[config.mk]
export PLATFORM = sky130hd
export DESIGN_NAME = ecc_uart_cmd_rx
export DESIGN_NICKNAME = d
export VERILOG_FILES = /design/src/rtl/ecc_uart_pkg.sv /design/src/rtl/uart_rx_core.sv /design/src/rtl/ecc_uart_cmd_rx.sv
export SDC_FILE = /design/constraint.sdc
export NUM_CORES = 1
export LEC_CHECK = 0
export ABC_AREA = 1
export BUFFER_PORTS_ARGS = -buffer_cell sky130_fd_sc_hd__buf_4
export CAP_MARGIN = 0
export CORE_MARGIN = 5
export CORE_UTILIZATION = 59
export DETAILED_ROUTE_END_ITERATION = 6
export HOLD_SLACK_MARGIN = 0.15
export PLACE_DENSITY = 0.78
export SETUP_SLACK_MARGIN = 0.4
export SLEW_MARGIN = 10
export SYNTH_ARGS = -nofsm -noshare
export SYNTH_HDL_FRONTEND = slang
export SYNTH_HIERARCHICAL = 1
export SYNTH_SLANG_ARGS = --single-unit
[constraint.sdc]
create_clock -name clk -period 2.14 [get_ports clk]
set_clock_uncertainty 0.2 [all_clocks]
set_input_delay 0.428 -clock clk [delete_from_list [all_inputs] [get_ports clk]]
set_output_delay 0.428 -clock clk [all_outputs]
set_load 0.02 [all_outputs]
[src/rtl/ecc_uart_pkg.sv]
// Shared definitions for the ECC UART command receiver and reporter.
package ecc_uart_pkg;

    localparam logic [7:0] OP_FAULT  = 8'h46;
    localparam logic [7:0] OP_DOUBLE = 8'h44;
    localparam logic [7:0] OP_REPORT = 8'h52;

    typedef enum logic [2:0] {
        IDLE,
        START,
        DATA,
        STOP,
        BREAK_WAIT
    } rx_state_e;

    typedef enum logic {
        P_OP,
        P_ARG
    } parse_state_e;

endpackage

[src/rtl/uart_rx_core.sv]
// 8N1 deserialiser: input synchroniser, mid-bit sampling FSM, framed byte output.
module uart_rx_core
    import ecc_uart_pkg::*;
#(
    parameter int CLKS_PER_BIT = 868
) (
    input  logic       clk,
    input  logic       reset,
    input  logic       uart_rxd,
    output logic [7:0] rx_data,
    output logic       rx_valid,
    output logic       frame_err
);

    localparam int CNT_W = $clog2(CLKS_PER_BIT);
    localparam logic [CNT_W-1:0] HALF_M1 = CNT_W'(CLKS_PER_BIT / 2 - 1);
    localparam logic [CNT_W-1:0] FULL_M1 = CNT_W'(CLKS_PER_BIT - 1);

    logic             sync1_q, sync2_q;
    rx_state_e        state_q, state_d;
    logic [CNT_W-1:0] baud_q, baud_d;
    logic [2:0]       bit_q, bit_d;
    logic [7:0]       shift_q, shift_d;
    logic [7:0]       data_q, data_d;
    logic             valid_q, valid_d;
    logic             ferr_q, ferr_d;

    always_ff @(posedge clk) begin
        if (reset) begin
            sync1_q <= 1'b1;
            sync2_q <= 1'b1;
            state_q <= IDLE;
            baud_q  <= '0;
            bit_q   <= '0;
            shift_q <= '0;
            data_q  <= '0;
            valid_q <= 1'b0;
            ferr_q  <= 1'b0;
        end else begin
            sync1_q <= uart_rxd;
            sync2_q <= sync1_q;
            state_q <= state_d;
            baud_q  <= baud_d;
            bit_q   <= bit_d;
            shift_q <= shift_d;
            data_q  <= data_d;
            valid_q <= valid_d;
            ferr_q  <= ferr_d;
        end
    end

    // IDLE is only ever entered with the line high, so a low level here is a falling edge.
    always_comb begin
        state_d = state_q;
        baud_d  = baud_q + 1'b1;
        bit_d   = bit_q;
        shift_d = shift_q;
        data_d  = data_q;
        valid_d = 1'b0;
        ferr_d  = 1'b0;
        case (state_q)
            IDLE: begin
                baud_d = '0;
                if (!sync2_q) state_d = START;
            end
            START: begin
                if (baud_q == HALF_M1) begin
                    baud_d  = '0;
                    bit_d   = '0;
                    state_d = sync2_q ? IDLE : DATA;
                end
            end
            DATA: begin
                if (baud_q == FULL_M1) begin
                    baud_d  = '0;
                    shift_d = {sync2_q, shift_q[7:1]};
                    bit_d   = bit_q + 1'b1;
                    if (bit_q == 3'd7) state_d = STOP;
                end
            end
            STOP: begin
                if (baud_q == FULL_M1) begin
                    baud_d = '0;
                    if (sync2_q) begin
                        data_d  = shift_q;
                        valid_d = 1'b1;
                        state_d = IDLE;
                    end else begin
                        ferr_d  = 1'b1;
                        state_d = BREAK_WAIT;
                    end
                end
            end
            BREAK_WAIT: begin
                baud_d = '0;
                if (sync2_q) state_d = IDLE;
            end
            default: state_d = IDLE;
        endcase
    end

    assign rx_data   = data_q;
    assign rx_valid  = valid_q;
    assign frame_err = ferr_q;

endmodule

[src/rtl/ecc_uart_cmd_rx.sv]
// Host command receiver: parses F/D/R commands from the UART into fault-injection controls.
module ecc_uart_cmd_rx
    import ecc_uart_pkg::*;
#(
    parameter int CLKS_PER_BIT = 868,
    parameter int MAX_POS      = 21,
    parameter int TIMEOUT_CLKS = 10 * 868 * 4
) (
    input  logic       clk,
    input  logic       reset,
    input  logic       uart_rxd,
    output logic [7:0] rx_data,
    output logic       rx_valid,
    output logic       inject,
    output logic [4:0] fault_pos,
    output logic       double_error,
    output logic       report_req,
    output logic       frame_err,
    output logic       cmd_err
);

    localparam int TMO_W = $clog2(TIMEOUT_CLKS);
    localparam logic [TMO_W-1:0] TMO_RELOAD = TMO_W'(TIMEOUT_CLKS - 1);
    localparam logic [7:0] MAX_POS_B = 8'(MAX_POS);

    parse_state_e     pstate_q, pstate_d;
    logic             op_dbl_q, op_dbl_d;
    logic [TMO_W-1:0] tmo_q, tmo_d;
    logic [4:0]       pos_q, pos_d;
    logic             dbl_q, dbl_d;
    logic             inj_q, inj_d;
    logic             rep_q, rep_d;
    logic             err_q, err_d;

    uart_rx_core #(.CLKS_PER_BIT(CLKS_PER_BIT)) u_rx (
        .clk      (clk),
        .reset    (reset),
        .uart_rxd (uart_rxd),
        .rx_data  (rx_data),
        .rx_valid (rx_valid),
        .frame_err(frame_err)
    );

    always_ff @(posedge clk) begin
        if (reset) begin
            pstate_q <= P_OP;
            op_dbl_q <= 1'b0;
            tmo_q    <= '0;
            pos_q    <= '0;
            dbl_q    <= 1'b0;
            inj_q    <= 1'b0;
            rep_q    <= 1'b0;
            err_q    <= 1'b0;
        end else begin
            pstate_q <= pstate_d;
            op_dbl_q <= op_dbl_d;
            tmo_q    <= tmo_d;
            pos_q    <= pos_d;
            dbl_q    <= dbl_d;
            inj_q    <= inj_d;
            rep_q    <= rep_d;
            err_q    <= err_d;
        end
    end

    // A byte arriving on the expiry cycle takes priority over the timeout.
    always_comb begin
        pstate_d = pstate_q;
        op_dbl_d = op_dbl_q;
        tmo_d    = tmo_q;
        pos_d    = pos_q;
        dbl_d    = dbl_q;
        inj_d    = 1'b0;
        rep_d    = 1'b0;
        err_d    = 1'b0;
        case (pstate_q)
            P_OP: begin
                tmo_d = TMO_RELOAD;
                if (rx_valid) begin
                    case (rx_data)
                        OP_FAULT: begin
                            op_dbl_d = 1'b0;
                            pstate_d = P_ARG;
                        end
                        OP_DOUBLE: begin
                            op_dbl_d = 1'b1;
                            pstate_d = P_ARG;
                        end
                        OP_REPORT: rep_d = 1'b1;
                        default:   err_d = 1'b1;
                    endcase
                end
            end
            P_ARG: begin
                tmo_d = tmo_q - 1'b1;
                if (rx_valid) begin
                    pstate_d = P_OP;
                    if (rx_data <= MAX_POS_B) begin
                        pos_d = rx_data[4:0];
                        dbl_d = op_dbl_q;
                        inj_d = 1'b1;
                    end else begin
                        err_d = 1'b1;
                    end
                end else if (frame_err) begin
                    pstate_d = P_OP;
                end else if (tmo_q == '0) begin
                    err_d    = 1'b1;
                    pstate_d = P_OP;
                end
            end
            default: pstate_d = P_OP;
        endcase
    end

    assign inject       = inj_q;
    assign fault_pos    = pos_q;
    assign double_error = dbl_q;
    assign report_req   = rep_q;
    assign cmd_err      = err_q;

endmodule

==> results.md, run 1 <==
- Run status: completed
- Number of slew-limit violations in the final report: 0
- Clock buffers created by TritonCTS: 9
- Initial Util: 0.6123
- Library cell contributing the largest single delay on the critical path: sky130_fd_sc_hd__dfxtp_4
- Maximum buffer depth of the clock tree: 2
- Final worst path period need: around 1.7 ns
- Arrival time at the worst endpoint: ~1.7 ns
- Worst relative slew slack: 0.7135
- Worst path max stage delay: approximately 0.38 ns
- H-tree lvl count: 3
- Source of the worst hold timing path: u_rx/sync1_q
- Start point of the critical path: u_rx/baud_q[0]
- Syn nets: roughly 420
- Final weighted congestion of routability-driven global placement: ~0.82
- Critical Path Sink Type: flop
- Half-perimeter wire length after placement: 4.091 mm
- Vertical extent of the die: between 80 and 90 µm
- Sequential share of power: 0.485
- Syn avg cell area: between 7 and 8 µm²
- Worst setup path class: reg -> reg
- Cell class contributing the biggest share of worst-path delay: simple AND/OR/NAND/NOR gates
- RR Startpoint: u_rx/baud_q[0]
- Worst hold-check slack: about 0.22 ns
- DRC violation total after the first TritonRoute iteration: 155
- Area of the core: about 0.0048 mm²
- Final antenna diode count: 0
- Unrepaired setup endpoints after global routing: yes
- Number of nets in the final layout: 447
- Required time at the worst-slack endpoint: between 2 and 2.5 ns
- Highest routing layer actually used: met4
- Total clock sinks: 63
- CTS clk-pin slew, worst paths: 0.08 ns
- Type of the most critical hold path: reg -> reg
- Area of the die: around 0.0065 mm²
- Vias per inst: between 5 and 6
- Setup violators final: 0
- CP Depth: 8
- Routed wl met2: approximately 2.8 mm
- Design internal power: ~1.8 mW
- Pin count of the biggest net entering global routing: 34
- Met3 layer wire length in the routed design: 203 µm
- Ratio of cells with drive above 1 in the final layout: 0.1734
- First-pass GRT wire length: ~10 mm
- Total iterations of the first detailed-routing run: 4
- Crit path launch type: flop
- Number of instances in the synthesized netlist: around 410
- Switching share of power: 0.3230
- Series of cell instances along the critical path: ha_4 > inv_1 > nor2_2 > nand3_4 > inv_6 > nand3_2 > nor2_1 > nor2_1
- Leakage power total: 1.514 nW
- Combinational share of power: 0.178
- Fraction of power consumed by the clock network: 0.337
- Count of input and output buffers: 21
- Clock tree from TritonCTS: built
- Detail Route Antenna Nets: 0
- Post-Syn Area: about 0.0029 mm²
- Biggest fanout along the worst timing path: 8
- Horizontal extent of the die: around 80 µm
- Worst-case reg-to-reg path depth: 8
- Total number of vias: approximately 2,600
- Most Frequent Cell on Critical Path: sky130_fd_sc_hd__nor2_1
- Unique masters post-synth: 34
- Pin slew with the least headroom to its limit: around 0.43 ns
- Maxcap violations: 0
- Hold path depth: 1
- Maximum vdd ir drop: between 600 and 700 µV
- Max frequency: slightly above 0.6 GHz
- WL per Instance: approximately 11 µm
- Number of buffers inserted by post-CTS setup repair: 0
- WP buf/inv: 2
- Root Buffer: sky130_fd_sc_hd__clkbuf_8
- Flip-flop and latch count after synthesis: 63
- Wire length on met1: approximately 2.7 mm
- Total routing usage reported by global routing: 0.2030
- Total detailed-routing wirelength: 5.817 mm
- Cell Count, Final, Fillers Out: slightly above 500
- Sum of negative setup slack: 0 ns
- Synth-to-layout area growth: 15.07%
- Number of global-route vias before repair: ~2,400
- Number of antenna violations at the first check in global routing: 0
- Final hold violation count: 0
- # IOs: 22
- Tcrit/Tclk final: 0.7717
- Count of yosys warnings during synthesis: 6
- Number of remaining DRC errors: 0
- Site row count: 25
- Post-placement cell count: between 400 and 500
- Clock network latency to the later pin of the worst-skew pair: ~0.34 ns
- Power density normalized to cell area: between 700 and 800 mW/mm²
- Remaining global-route overflow: 0
- Net Switching: about 0.86 mW
- Sequential element share of the synthesized area: 0.4304
-- power groups by stage --
stage	combinational (mW)	clock [mW]	sequential, mW
floorplan	0.363	0	1.29
global placement	0.427	0	1.30
detailed placement	0.434	0	1.31
CTS	0.456	0.926	1.28
global route	0.548	0.977	1.30
finish	0.473	0.895	1.29
-- layer usage --
layer  vias to the layer above  track usage
met5                         -            0
met3                         7      0.04036
met4                         0      0.09797
li1                       1351            -
met1                      1186       0.2524
met2                        37       0.3344
-- flip-flops by register name (all words and copies together), names as in the netlist, 3 cells and up --
name	count
u_rx/shift_q	8
u_rx/baud_q	10
u_rx/state_q	3
u_rx/bit_q	3
fault_pos	5
tmo_q	16
u_rx/rx_data	8
-- stage by stage --
stage	util	instance area [µm²]	setup slack, ns	power [mW]
floorplan	-	2930	0.5089	1.657
global placement	0.6539	3129	0.4474	1.730
detailed placement	0.6539	3129	0.3555	1.741
CTS	0.6952	3327	0.4266	2.663
global route	0.7046	3372	0.3870	2.823
finish	0.7046	3372	0.4885	2.658
-- timing repair --
item / CTS / global route
gates resized for setup: 4 / 11
endpoints found under the setup margin: 21 / 26
hold buffers: 1 / 0
hold endpoints to repair: 1 / 0
-- synthesized netlist by cell type, drive strengths merged --
| library cell | number | area, µm² |
|---|---|---|
| nand4 | 6 | 37.54 |
| nand3 | 27 | 175.2 |
| xor2 | 7 | 61.31 |
| dfxtp | 63 | 1261 |
| buf | 3 | 27.52 |
| ha | 5 | 62.56 |
| nor3 | 7 | 45.04 |
| nand2 | 90 | 362.9 |
| o21ai | 21 | 105.1 |
| nor3b | 1 | 7.510 |
| or2 | 3 | 18.77 |
| and2 | 1 | 6.260 |
| nor2 | 85 | 349.1 |
| o21bai | 1 | 7.510 |
| inv | 57 | 216.5 |
| a31oi | 2 | 12.51 |
| nor4 | 1 | 6.260 |
| clkinv | 2 | 12.51 |
| nand3b | 2 | 15.01 |
| a21oi | 25 | 125.1 |
| clkbuf | 4 | 15.01 |
-- cells by family after synthesis --
group	Yosys count	share of synthesized area
buffers and inverters	66	0.09266
flip-flops	63	0.4304
XOR/XNOR	7	0.02092
AND/OR/NAND/NOR	223	0.3493
adder cells (fa/ha/maj)	5	0.02135
AO/OA/AOI/OAI	49	0.08540
-- layout by cell type (no fill, tap or decap), types with 2 or more instances in the layout --
master / netlist / final
sky130_fd_sc_hd__a21oi_1: 25 / 23
sky130_fd_sc_hd__a21oi_2: 0 / 2
sky130_fd_sc_hd__a31oi_1: 2 / 2
sky130_fd_sc_hd__buf_4: 0 / 21
sky130_fd_sc_hd__clkbuf_8: 0 / 9
sky130_fd_sc_hd__clkinv_2: 0 / 2
sky130_fd_sc_hd__clkinv_4: 1 / 2
sky130_fd_sc_hd__clkinvlp_4: 0 / 3
sky130_fd_sc_hd__dfxtp_1: 63 / 61
sky130_fd_sc_hd__ha_1: 5 / 4
sky130_fd_sc_hd__inv_1: 49 / 49
sky130_fd_sc_hd__inv_2: 7 / 7
sky130_fd_sc_hd__nand2_1: 82 / 81
sky130_fd_sc_hd__nand2_2: 7 / 7
sky130_fd_sc_hd__nand3_1: 22 / 22
sky130_fd_sc_hd__nand3_2: 3 / 2
sky130_fd_sc_hd__nand3_4: 2 / 3
sky130_fd_sc_hd__nand3b_1: 2 / 2
sky130_fd_sc_hd__nand4_1: 6 / 6
sky130_fd_sc_hd__nor2_1: 79 / 77
sky130_fd_sc_hd__nor2_2: 3 / 5
sky130_fd_sc_hd__nor2_4: 3 / 3
sky130_fd_sc_hd__nor3_1: 5 / 5
sky130_fd_sc_hd__nor3_2: 2 / 2
sky130_fd_sc_hd__o21ai_0: 18 / 18
sky130_fd_sc_hd__o21ai_1: 3 / 3
sky130_fd_sc_hd__or2_2: 2 / 2
sky130_fd_sc_hd__xor2_1: 7 / 7
-- path summary, 6_finish.rpt --
path                endpoint  slack (ns)
min             u_rx/sync2_q        0.22
max          u_rx/rx_data[4]        0.49
max reg2reg  u_rx/rx_data[4]        0.49
min reg2reg     u_rx/sync2_q        0.22
-- area by class of cell --
cell class                      count  area, µm²
Fill cell                         412       1414
Tap cell                           67      83.83
Inverter                           59      234.0
Clock buffer                        9      123.9
Clock inverter                      7      50.05
Multi-Input combinational cell    284       1446
Timing Repair Buffer               22      167.7
Sequential cell                    63       1266
(Power assumes the default switching activity.)
==> run 2: changes to the inputs <==
--- a/config.mk
+++ b/config.mk
@@ -9,10 +9,10 @@
 export BUFFER_PORTS_ARGS = -buffer_cell sky130_fd_sc_hd__buf_4
 export CAP_MARGIN = 0
 export CORE_MARGIN = 5
-export CORE_UTILIZATION = 59
+export CORE_UTILIZATION = 53
 export DETAILED_ROUTE_END_ITERATION = 6
 export HOLD_SLACK_MARGIN = 0.15
-export PLACE_DENSITY = 0.78
+export PLACE_DENSITY = 0.74
 export SETUP_SLACK_MARGIN = 0.4
 export SLEW_MARGIN = 10
 export SYNTH_ARGS = -nofsm -noshare
==> constraint.sdc (replaced) <==
create_clock -name clk -period 1.5 [get_ports clk]
set_clock_uncertainty 0.2 [all_clocks]
set_input_delay 0.3 -clock clk [delete_from_list [all_inputs] [get_ports clk]]
set_output_delay 0.3 -clock clk [all_outputs]
set_load 0.02 [all_outputs]
==> run 2 against run 1 <==
Against the previous run:
- the run now ends with hold timing, setup timing left
- sequential share of layout area down 7.6 points
- sequential cell count unchanged
- design area increased by 32%
- largest power group unchanged
- highest routed layer unchanged
- critical endpoint is now u_rx/shift_q[5]
==> results.md, run 2 (same netlist as run 1, synthesis figures left out) <==
- Pin slew with the least headroom to its limit: 0.3463 ns (-0.08293 ns)
- Clock buffers created by TritonCTS: 9 (unchanged)
- H-tree lvl count: 3 (unchanged)
- Site row count: 27 (+8.0%)
- Highest-count cells in the layout ignoring fill and taps: sky130_fd_sc_hd__nand2_1 (61), sky130_fd_sc_hd__nor2_1 (47), sky130_fd_sc_hd__inv_1 (38)
- Worst hold-check slack: -0.06227 ns (-0.2773 ns)
- Final core occ: 0.8199 (+0.1153)
- Sink of the worst hold path: u_rx/sync1_q
- Crit path launch type: flop
- Unrepaired setup endpoints after global routing: yes
- Type of the most critical hold path: in -> reg
- Half-perimeter wire length after placement: 4.303 mm (+5.2%)
- Largest reg by FF count: tmo_q
- Worst path max stage delay: 0.38 ns (about the same)
- Sum of negative setup slack: -1.993 ns (-1.993 ns)
- Worst setup path class: reg -> reg
- Total iterations of the first detailed-routing run: 5 (+1)
- Number of global-route vias before repair: 2,730 (+15%)
- RR Startpoint: u_rx/baud_q[1]
- Pin count of the biggest net entering global routing: 23 (-32%)
- Library cell contributing the largest single delay on the critical path: sky130_fd_sc_hd__dfxtp_4
- Violated checks: hold timing, setup timing
- DRC violation total after the first TritonRoute iteration: 153 (-1.3%)
- Cell class contributing the biggest share of worst-path delay: simple AND/OR/NAND/NOR gates
- Area of the core: 0.005439 mm² (+14%)
- Required time at the worst-slack endpoint: 1.58 ns (-0.60 ns)
- Biggest fanout along the worst timing path: 7 (-1)
- Ratio of cells with drive above 1 in the final layout: 0.5176 (+0.3442)
- Remaining global-route overflow: 0 (unchanged)
- Clock tree from TritonCTS: built
- Detail Route Antenna Nets: 0 (unchanged)
- Leakage power total: 1.842 nW (+22%)
- # IOs: 22 (unchanged)
- Synth-to-layout area growth: 52.18%
- Initial Util: 0.5388 (-0.07353)
- Most common cell after layout, fill and taps aside: sky130_fd_sc_hd__nand2_1
- Power density normalized to cell area: 1001 mW/mm² (+27%)
- Area of the die: 0.007116 mm² (+9.9%)
- Root Buffer: sky130_fd_sc_hd__clkbuf_8
- Clock network latency to the later pin of the worst-skew pair: 0.35 ns (about the same)
- Total detailed-routing wirelength: 8.417 mm (+45%)
- Count of input and output buffers: 21 (unchanged)
- Hold path depth: 2 (+1)
- Number of remaining DRC errors: 0 (unchanged)
- Arrival time at the worst endpoint: 1.71 ns (+0.02 ns)
- Critical Path Sink Type: flop
- Final weighted congestion of routability-driven global placement: 0.8266 (+0.76%)
- Vias per inst: 5.321 (+5.3%)
- Tcrit/Tclk final: 1.087 (+0.3150)
- Vertical extent of the die: 84.36 µm (+4.8%)
- Number of nets in the final layout: 486 (+8.7%)
- Setup violators final: 31 (+31)
- Maximum vdd ir drop: 813.5 µV (+29%)
- WP buf/inv: 3 (+1)
- Source of the worst hold timing path: uart_rxd
- Maxcap violations: 0 (unchanged)
- Endpoint of the worst-slack reg-to-reg timing path: u_rx/shift_q[5]
- WL per Instance: 15.17 µm (+33%)
- Max frequency: 0.6135 GHz (+1.3%)
- Maximum buffer depth of the clock tree: 2 (unchanged)
- Series of cell instances along the critical path: ha_4 > inv_4 > nor2_4 > nand3_4 > inv_6 > nand2_8 > inv_8 > nand2_2 > a21oi_2
- Horizontal extent of the die: 84.36 µm (+4.8%)
- Total clock sinks: 63 (unchanged)
- Final worst path period need: 1.630 ns (-0.02146 ns)
- Worst relative slew slack: 0.7677 (+0.05418)
- First-pass GRT wire length: 12.25 mm (+20%)
- Slack of the worst reg-to-reg path: -0.13 ns (-0.62 ns)
- Worst-case reg-to-reg path depth: 9 (+1)
- Run status: complete, but fails checks
- Final hold violation count: 1 (+1)
- Number of antenna violations at the first check in global routing: 0 (unchanged)
- Largest regs: tmo_q x16, u_rx/baud_q x10
- Slack of the critical path: -0.1301 ns (-0.6185 ns)
- CTS clk-pin slew, worst paths: 0.07 ns (about the same)
- Total routing usage reported by global routing: 0.2130 (+0.01003)
- Total number of vias: 2,953 (+14%)
- Final antenna diode count: 0 (unchanged)
- Flip-flop count of the largest register, all copies and words added: 16 (unchanged)
- Number of slew-limit violations in the final report: 0 (unchanged)
-- run 2: where the power goes --
part	internal, mW	switching [mW]
sequential	1.74	0.103
combinational	0.360	0.607
clock	0.937	0.719
total	3.04	1.43
-- run 2: layer usage --
layer	wire (µm)	global-route usage	vias to the layer above	part of all wire
li1	-	-	1438	-
met1	3339	0.2515	1405	0.40
met2	4462	0.3608	86	0.53
met3	390	0.03533	24	0.046
met4	225	0.1295	0	0.027
met5	0	0	-	0
-- run 2: cell type report --
type,count,area [µm²]
inverter,59,249.0
tap,72,90.09
timing repair inverter,1,11.26
fill,298,979.7
timing repair buffer,58,593.1
sequential,63,1335
multi-input combinational,286,1959
clock inverter,7,97.59
clock buffer,9,123.9
-- run 2: worst max path at each step --
stage | from | end | slack, ns | cells after the start
after floorplan | u_rx/baud_q[0] | u_rx/bit_q[1] | 0.05 | 9
after global placement | u_rx/baud_q[5] | u_rx/shift_q[7] | -0.03 | 8
after detailed placement | u_rx/baud_q[5] | u_rx/bit_q[1] | -0.07 | 8
after CTS | u_rx/baud_q[1] | u_rx/state_q[0] | -0.03 | 9
after global routing | u_rx/baud_q[1] | u_rx/shift_q[5] | -0.20 | 9
final | u_rx/baud_q[1] | u_rx/shift_q[5] | -0.13 | 9
-- run 2: what timing repair did --
action / 4_1_cts / 5_1_grt
gates resized for setup: 96 / 84
pin swaps: 25 / 55
setup buffers: 12 / 12
cloned: 3 / 0
endpoints found under the hold margin: 8 / 8
setup endpoints to repair: 77 / 78
-- run 2: through the flow --
step	cell area [µm²]	std cells	setup slack, ns	power (mW)
after floorplan	3093	413	0.05350	2.410
after global placement	3408	512	-0.03186	2.541
after detailed placement	3408	512	-0.06651	2.565
after CTS	4084	543	-0.02709	4.289
after global routing	4459	555	-0.1954	4.729
final	4459	555	-0.1301	4.466
-- run 2: worst reg2reg max path: stages, from the launching register on --
cell,delay (ns)
sky130_fd_sc_hd__dfxtp_4,0.38
sky130_fd_sc_hd__ha_4,0.16
sky130_fd_sc_hd__inv_4,0.04
sky130_fd_sc_hd__nor2_4,0.09
sky130_fd_sc_hd__nand3_4,0.15
sky130_fd_sc_hd__inv_6,0.14
sky130_fd_sc_hd__nand2_8,0.11
sky130_fd_sc_hd__inv_8,0.10
sky130_fd_sc_hd__nand2_2,0.06
sky130_fd_sc_hd__a21oi_2,0.14
==> run 3: changes to the inputs <==
--- a/config.mk
+++ b/config.mk
@@ -19,3 +19,4 @@
 export SYNTH_HDL_FRONTEND = slang
 export SYNTH_HIERARCHICAL = 1
 export SYNTH_SLANG_ARGS = --single-unit
+export TNS_END_PERCENT = 30
==> run 3 against run 2 <==
Against the previous run:
- the run still ends with hold timing, setup timing left
- maximum frequency is 4.4% higher
- die area stayed put
- power is 1.5% lower
- sequential share of layout area is 2.6 points higher
- routed wire length is 20% lower
- count of clock-buffer cells in the layout is 2 higher
- design area is 9.2% lower
- via count is 6.9% lower
- critical path depth is 1 lower
- clock power hardly changed
- sequential cell count stayed put
- register-to-register slack better by 0.07 ns
==> results.md, run 3 (same netlist as run 1, synthesis figures left out) <==
- Final antenna diode count: 0 (unchanged)
- Maximum vdd ir drop: 1026 µV (+26%)
- Root Buffer: sky130_fd_sc_hd__clkbuf_8
- Synth-to-layout area growth: 38.22%
- Pin count of the biggest net entering global routing: 18 (-22%)
- Finished layout cell area: 0.004050 mm² (-9.2%)
- Horizontal extent of the die: 84.36 µm (unchanged)
- Worst setup path class: reg -> reg
- Worst relative slew slack: 0.6825 (-0.08516)
- Unrepaired setup endpoints after global routing: yes
- Count of input and output buffers: 21 (unchanged)
- Final core occ: 0.7447 (-0.07523)
- Total routing usage reported by global routing: 0.1948 (-0.01823)
- First-pass GRT wire length: 11.41 mm (-6.9%)
- Critical Path Sink Type: flop
- Setup WS pre-CTS: -0.05867 ns (+0.007837 ns)
- Start point of the critical path: u_rx/baud_q[0]
- Highest-count cells in the layout ignoring fill and taps: sky130_fd_sc_hd__nand2_1 (64), sky130_fd_sc_hd__nor2_1 (58), sky130_fd_sc_hd__inv_1 (43)
- Vias per inst: 5.083 (-4.5%)
- Required time at the worst-slack endpoint: 1.53 ns (-0.05 ns)
- CTS clk-pin slew, worst paths: 0.07 ns (about the same)
- Arrival time at the worst endpoint: 1.59 ns (-0.12 ns)
- Run status: complete, but fails checks
- Detail Route Antenna Nets: 0 (unchanged)
- Total clock sinks: 63 (unchanged)
- Type of the most critical hold path: in -> reg
- Source of the worst hold timing path: uart_rxd
- Remaining global-route overflow: 0 (unchanged)
- H-tree lvl count: 3 (unchanged)
- Area of the die: 0.007116 mm² (unchanged)
- Worst hold-check slack: -0.04616 ns (+0.01611 ns)
- Standard cell area after detailed placement: 0.003324 mm² (-2.5%)
- Number of remaining DRC errors: 0 (unchanged)
- DRC violation total after the first TritonRoute iteration: 92 (-40%)
- WL per Instance: 12.42 µm (-18%)
- Post-placement cell count: 518 (+1.2%)
- Clock tree from TritonCTS: built
- Maxcap violations: 0 (unchanged)
- Max frequency: 0.6407 GHz (+4.4%)
- # IOs: 22 (unchanged)
- Number of slew-limit violations in the final report: 0 (unchanged)
- Largest regs: tmo_q x16, u_rx/baud_q x10
- FILL cells: 402 (+35%)
- Pin slew with the least headroom to its limit: 0.4757 ns (+0.1294 ns)
- Area of the core: 0.005439 mm² (unchanged)
- Slack of the critical path: -0.06081 ns (+0.06926 ns)
- Site row count: 27 (unchanged)
- Initial Util: 0.5388 (unchanged)
- Total detailed-routing wirelength: 6.719 mm (-20%)
- Library cell contributing the largest single delay on the critical path: sky130_fd_sc_hd__dfxtp_4
- Vertical extent of the die: 84.36 µm (unchanged)
- Largest reg by FF count: tmo_q
- Number of antenna violations at the first check in global routing: 0 (unchanged)
- Power density normalized to cell area: 1086 mW/mm² (+8.4%)
- Worst path max stage delay: 0.38 ns (about the same)
- Setup violators final: 25 (-19%)
- Half-perimeter wire length after placement: 4.357 mm (+1.2%)
- Total iterations of the first detailed-routing run: 4 (-1)
- Leakage power total: 1.769 nW (-4.0%)
- Flip-flop count of the largest register, all copies and words added: 16 (unchanged)
- Biggest fanout along the worst timing path: 8 (+1)
- WP buf/inv: 2 (-1)
- Final weighted congestion of routability-driven global placement: 0.8913 (+7.8%)
- Final hold violation count: 1 (unchanged)
- RR Startpoint: u_rx/baud_q[0]
- Most Frequent Cell on Critical Path: sky130_fd_sc_hd__nand3_4
- Clock network latency to the later pin of the worst-skew pair: 0.33 ns (-0.02 ns)
- Total number of vias: 2,750 (-6.9%)
- Violated checks: hold timing, setup timing
- Cell class contributing the biggest share of worst-path delay: simple AND/OR/NAND/NOR gates
- Number of nets in the final layout: 472 (-2.9%)
- Tcrit/Tclk final: 1.041 (-0.04618)
- Series of cell instances along the critical path: ha_4 > inv_2 > nor2_4 > nand3_4 > inv_6 > nand3_4 > nor2_2 > nor2_1
- Slack of the worst reg-to-reg path: -0.06 ns (+0.07 ns)
- Number of global-route vias before repair: 2,637 (-3.4%)
- Ratio of cells with drive above 1 in the final layout: 0.4009 (-0.1167)
- Tot Pwr: 4.397 mW (-1.5%)
- Final worst path period need: 1.561 ns (-0.06926 ns)
- Most common cell after layout, fill and taps aside: sky130_fd_sc_hd__nand2_1
- Clock buffers created by TritonCTS: 9 (unchanged)
- Cell Count, Final, Fillers Out: 541 (-2.5%)
- Maximum buffer depth of the clock tree: 2 (unchanged)
- Crit path launch type: flop
run 3: metrics by stage:
| stage | hold slack [ns] | TNS [ns] |
|---|---|---|
| floorplan | 0.1895 | 0 |
| global placement | 0.1943 | -0.2559 |
| detailed placement | 0.1976 | -0.5741 |
| CTS | -0.06702 | -0.7191 |
| global route | -0.06497 | -3.534 |
| finish | -0.04616 | -0.7106 |
run 3: cell type report:
class | count | area, µm² | share of cell area
clock buffer | 11 | 151.4 | 0.03738
clock inverter | 5 | 80.08 | 0.01977
inverter | 59 | 236.5 | 0.05839
multi-input combinational | 285 | 1748 | 0.4316
sequential | 63 | 1318 | 0.3253
tap | 72 | 90.09 | 0.02224
timing repair buffer | 45 | 415.4 | 0.1026
timing repair inverter | 1 | 11.26 | 0.002780
run 3: worst reg2reg max path, delay by kind of cell (launching register included):
kind	cells	cell delay, ns
simple gates	5	0.56
buf+inv	2	0.17
fa+ha+maj	1	0.15
flops	1	0.38
run 3: where the power goes:
part           internal, mW  leakage [nW]  switching [mW]  total [mW]
logic                 0.318          1.13           0.566       0.884
clock network          1.02         0.112           0.638        1.66
registers              1.75         0.526           0.102        1.85
total                  3.09          1.77            1.31        4.40
run 3: worst paths after layout:
path,end,depth (start not counted)
hold / removal,u_rx/sync1_q,2
setup / recovery,u_rx/rx_data[4],8
setup reg to reg,u_rx/rx_data[4],8
hold reg to reg,u_rx/sync2_q,1
run 3: what timing repair did:
action / 4_1_cts / 5_1_grt
endpoints found under the setup margin: 77 / 78
hold endpoints to repair: 6 / 5
gates resized for setup: 94 / 51
buffers inserted: 3 / 1
gates cloned: 2 / 0
pin swaps: 50 / 31
run 3: routing by layer:
| layer | up-vias | wire (µm) | GRT usage |
|---|---|---|---|
| met1 | 1284 | 2949 | 0.2320 |
| met2 | 57 | 3449 | 0.3393 |
| li1 | 1403 | - | - |
| met4 | 0 | 52 | 0.05036 |
| met3 | 6 | 268 | 0.06281 |
| met5 | - | 0 | 0 |
